<file path="src/rtl/fifo_pkg.sv">
// fifo_pkg: shared skid-buffer occupancy encoding and default word width
package fifo_pkg;
    typedef enum logic [1:0] {S_EMPTY = 2'd0, S_ONE = 2'd1, S_TWO = 2'd2} occ_t;
    localparam int DEF_WORDSIZE = 8;
endpackage

</file>
<file path="src/rtl/skid_buf.sv">
// skid_buf: 2-entry register pair with occupancy FSM, registered valid/ready output
// ports: rclk/rst (async active-low) | push, push_data: word entering this cycle
//        out_ready: consumer ready | out_data, out_valid: registered stream | full: both entries held
module skid_buf import fifo_pkg::*; #(
    parameter int WORDSIZE = DEF_WORDSIZE
) (
    input  logic                rclk,
    input  logic                rst,
    input  logic                push,
    input  logic [WORDSIZE-1:0] push_data,
    input  logic                out_ready,
    output logic [WORDSIZE-1:0] out_data,
    output logic                out_valid,
    output logic                full
);
    occ_t state, state_nxt;
    logic [WORDSIZE-1:0] skid;
    logic deliver;
    always_ff @(posedge rclk or negedge rst) begin
        if (!rst) begin
            state     <= S_EMPTY;
            out_valid <= 1'b0;
        end else begin
            state     <= state_nxt;
            out_valid <= state_nxt != S_EMPTY;
        end
    end
    always_comb begin
        state_nxt = state == S_EMPTY ? (push ? S_ONE : S_EMPTY) :
                    state == S_ONE   ? (push == deliver ? S_ONE : push ? S_TWO : S_EMPTY) :
                                       (deliver ? S_ONE : S_TWO);
    end
    always_comb begin
        deliver = out_valid && out_ready;
        full    = state == S_TWO;
    end
    // main reloads on delivery (from skid when two are held) or when filling from empty;
    // skid only catches a pop that main cannot take because it is still stalled
    always_ff @(posedge rclk or negedge rst) begin
        if (!rst) begin
            out_data <= '0;
            skid     <= '0;
        end else begin
            if (deliver ? (push || state == S_TWO) : (push && state == S_EMPTY))
                out_data <= state == S_TWO ? skid : push_data;
            if (push && !deliver && state == S_ONE)
                skid <= push_data;
        end
    end
endmodule

</file>
<file path="src/rtl/fifo_rd_stream.sv">
// fifo_rd_stream: drains a show-ahead FIFO read port into a registered valid/ready stream
// ports: rclk/rst (async active-low) | empty, read_data: FIFO head | signal_read: FIFO pop
//        out_data, out_valid, out_ready: stream | word_count: deliveries (FIFO_RD_CNT_EN only)
module fifo_rd_stream import fifo_pkg::*; #(
    parameter int WORDSIZE = DEF_WORDSIZE
`ifdef FIFO_RD_CNT_EN
    , parameter int CNTSIZE = 16
`endif
) (
    input  logic                rclk,
    input  logic                rst,
    input  logic                empty,
    input  logic [WORDSIZE-1:0] read_data,
    output logic                signal_read,
    output logic [WORDSIZE-1:0] out_data,
    output logic                out_valid,
    input  logic                out_ready
`ifdef FIFO_RD_CNT_EN
    , output logic [CNTSIZE-1:0] word_count
`endif
);
    logic full;
    // pop whenever a slot is free; reset masks the strobe so the FIFO never advances in reset
    assign signal_read = rst && !empty && !full;
    skid_buf #(.WORDSIZE(WORDSIZE)) u_skid (
        .rclk      (rclk),
        .rst       (rst),
        .push      (signal_read),
        .push_data (read_data),
        .out_ready (out_ready),
        .out_data  (out_data),
        .out_valid (out_valid),
        .full      (full)
    );
`ifdef FIFO_RD_CNT_EN
    always_ff @(posedge rclk or negedge rst) begin
        if (!rst)
            word_count <= '0;
        else if (out_valid && out_ready)
            word_count <= word_count + CNTSIZE'(1);
    end
`endif
endmodule

</file>
<file path="config.mk">
export PLATFORM = sky130hd
export DESIGN_NAME = fifo_rd_stream
export DESIGN_NICKNAME = d
export VERILOG_FILES = /design/src/rtl/fifo_pkg.sv /design/src/rtl/skid_buf.sv /design/src/rtl/fifo_rd_stream.sv
export SDC_FILE = /design/constraint.sdc
export NUM_CORES = 1
export LEC_CHECK = 0
export BUFFER_PORTS_ARGS = -buffer_cell sky130_fd_sc_hd__clkbuf_2
export CAP_MARGIN = 10
export CORE_MARGIN = 2
export CORE_UTILIZATION = 43
export CTS_BUF_LIST = sky130_fd_sc_hd__clkbuf_16
export CTS_CLUSTER_SIZE = 8
export DETAILED_ROUTE_END_ITERATION = 8
export PLACE_DENSITY = 0.63
export SKIP_CTS_REPAIR_TIMING = 1
export SYNTH_ARGS = -nofsm -noshare
export SYNTH_HDL_FRONTEND = slang
export SYNTH_HIERARCHICAL = 1
export SYNTH_SLANG_ARGS = --single-unit
</file>
<file path="constraint.sdc">
create_clock -name rclk -period 2.2 [get_ports rclk]
set_clock_uncertainty 0.1 [all_clocks]
set_input_delay 0 -clock rclk [delete_from_list [all_inputs] [get_ports rclk]]
set_output_delay 0 -clock rclk [all_outputs]
set_load 0.02 [all_outputs]
</file>
==> impl_metrics.env <==
export IMPL_timing_setup_tns_ns=0
export IMPL_nNetsFinal=114
export IMPL_yosys_warnings=6
export IMPL_cp_cell_sequence="nor2b_1 -> nor3b_4 -> buf_4 -> ha_1 -> nand2_1 -> mux2_2"
export IMPL_yosysUniqueCellTypes=18
export IMPL_synth_top_cells_by_area="dfrtp_1, mux2_2, mux2_4"
export IMPL_wl_per_cell_um=13.5
export IMPL_place_port_buffers=21
export IMPL_holdWs_ns=0.0381
export IMPL_leakagePower_nw=0.601
export IMPL_dp_cells=113
export IMPL_areaGrowthSynthToFinish_pct=34.8
export IMPL_hold_depth=3
export IMPL_r2r_cells=6
export IMPL_drv_cap=0
export IMPL_r2r_start="u_skid/state[0]"
export IMPL_final_cells=126
export IMPL_cts_sinks=19
export IMPL_drv_slew=0
export IMPL_place_area_um2=1080
export IMPL_io_pins=22
export IMPL_reg2reg_to="u_skid/skid[2]"
export IMPL_htreeDepth=1
export IMPL_yosys_area_top_type="dfrtp_1"
export IMPL_gp_congestion=0.778
export IMPL_cp_required_ns=2.23
export IMPL_path_clk_slew_ns=0.05
export IMPL_yosysSeqAreaShare=0.511
export IMPL_antenna_left=0
export IMPL_vias=620
export IMPL_final_area_um2=1250
export IMPL_firstDrtPassIters=1
export IMPL_status="complete, no violations"
export IMPL_place_hpwl_mm=1.20
export IMPL_drt_iter0_drc=0
export IMPL_core_um2=2000
export IMPL_power_density_nw_per_um2=1390
export IMPL_die_width_um=50.5
export IMPL_syn_avg_cell_area_um2=14.8
export IMPL_min_to="u_skid/state[0]"
export IMPL_synthesis_area_um2=931
export IMPL_grt_pass1_vias=609
export IMPL_peakVddDrop_v=0.000764
export IMPL_final_util=0.627
export IMPL_finalSetupViolCount=0
export IMPL_synth_top_area_share=0.511
export IMPL_syn_num_nets=77
export IMPL_dieArea_um2=2550
export IMPL_initial_utilization=0.465
export IMPL_p_seq_frac=0.364
export IMPL_switchingPower_mw=0.560
export IMPL_clock_power_share=0.210
export IMPL_drc=0
export IMPL_antenna_found_initial=0
export IMPL_clk_latency_ns=0.25
export IMPL_hold_viol_final=0
export IMPL_comb_power_share=0.426
export IMPL_rows=16
export IMPL_critPathMaxStageDelay_ns=0.44
export IMPL_min_period_ns=2.04
export IMPL_arrival_ns=2.06
export IMPL_cts_root_buffer_cell="clkbuf_16"
export IMPL_end_kind="register"
export IMPL_viasPerCell=4.92
export IMPL_grt_max_degree=20
export IMPL_holdCritStartpoint="out_ready"
export IMPL_die_h_um=50.5
export IMPL_ys_ff_latch=19
export IMPL_start_kind="register"
export IMPL_path_max_fanout=8
export IMPL_cts_buffers=3
export IMPL_critPathKind="reg -> reg"
export IMPL_post_route_period_util=0.925
export IMPL_grtUsageTotal=0.155
export IMPL_hold_class="in -> reg"
export IMPL_grt_setup_unrepaired="false"
export IMPL_slowest_stage="dfrtp_1"
export IMPL_r2r_slack_ns=0.16
export IMPL_layout_drive_gt1_share=0.586
export IMPL_clock_fmax_ghz=0.491
export IMPL_max_slew_margin=0.739
export IMPL_grt_pass1_wl_mm=2.87
export IMPL_postRouteWirelength_mm=1.70
export IMPL_worst_pin_slew_ns=0.390
export IMPL_diodes=0
export IMPL_intPower_mw=1.18
export IMPL_cts_tree="built"
export IMPL_synthCells=63
export IMPL_gr_total_overflow=0
export IMPL_clockBufferDepth=2
export IMPL_swShare=0.322
## per-stage QoR
stage / worst slack [ns] / total power [mW]
detailed placement: 0.104 / 1.37
finish: 0.164 / 1.74
CTS: 0.0807 / 1.74
global placement: 0.155 / 1.34
floorplan: 0.112 / 1.18
global route: 0.0282 / 1.85
## power groups by stage
| stage | Combinational (mW) | Sequential (mW) | Clock [mW] |
|---|---|---|---|
| global route | 0.796 | 0.657 | 0.399 |
| CTS | 0.737 | 0.633 | 0.374 |
| finish | 0.741 | 0.633 | 0.364 |
| global placement | 0.718 | 0.626 | 0 |
| floorplan | 0.453 | 0.725 | 0 |
| detailed placement | 0.732 | 0.637 | 0 |
## cell type report
class / instances / area [um^2]
Clock inverter: 1 / 5.00
Multi-Input combinational cell: 42 / 440
Timing Repair Buffer: 34 / 225
Fill cell: 173 / 747
Clock buffer: 3 / 75.1
Tap cell: 27 / 33.8
Sequential cell: 19 / 475
## sequential cells by signal, summed over array words and instances, names as in the netlist
signal and cells:
u_skid/skid 8, u_skid/out_data 8, u_skid/out_valid 1, u_skid/state 2
## worst max path at each step
stage	slack (ns)	startpoint	endpoint	depth (start not counted)
after CTS	0.08	u_skid/state[0]	u_skid/out_data[0]	4
after floorplan	0.11	u_skid/state[1]	u_skid/out_data[0]	7
after global placement	0.16	u_skid/state[0]	u_skid/out_data[5]	4
final	0.16	u_skid/state[0]	u_skid/skid[2]	6
after global routing	0.03	u_skid/state[0]	u_skid/skid[2]	6
after detailed placement	0.10	u_skid/state[0]	u_skid/out_data[0]	4
## synthesized netlist by cell type
library cell,instances
dfrtp_1,19
mux2_2,16
mux2_4,8
a21oi_1,2
buf_6,2
ha_1,2
nand2_1,2
nor2_1,2
a211oi_1,1
a22o_2,1
a311o_1,1
and2b_1,1
and2b_2,1
and3_1,1
nor2b_1,1
nor3b_1,1
nor3b_2,1
or2_2,1
## cells in the final DEF, fill, tap and decap left out
master / n
clkbuf_2: 21
dfrtp_1: 19
mux2_2: 16
dlygate4sd3_1: 9
mux2_4: 8
buf_4: 4
clkbuf_16: 3
nand2_1: 2
a21oi_1: 2
nor2_1: 2
ha_1: 2
nor3b_4: 1
clkinv_2: 1
nor2b_1: 1
and2b_1: 1
a211oi_1: 1
and2b_2: 1
a22o_2: 1
or2_2: 1
and3_1: 1
nor3b_1: 1
a311o_2: 1
## layer usage
| layer | up-vias | GRT usage | wire length (um) |
|---|---|---|---|
| met2 | 15 | 0.250 | 841 |
| met1 | 301 | 0.203 | 768 |
| li1 | 302 | - | - |
| met4 | 0 | 0.0676 | 13 |
| met5 | - | 0 | 0 |
| met3 | 2 | 0.0298 | 75 |
## cell families after synthesis
logic type      synth area share
compound gates            0.0403
fa+ha+maj                 0.0269
buf+inv                   0.0242
flops                      0.511
mux                        0.323
simple gates              0.0753
## critical path, delay by kind of cell, from the launching register on
family / cells / cell delay [ns]
buf+inv: 1 / 0.16
mux: 1 / 0.39
fa+ha+maj: 1 / 0.19
simple gates: 3 / 0.64
flops: 1 / 0.44
Note: power is estimated with default switching activity, not from simulation.
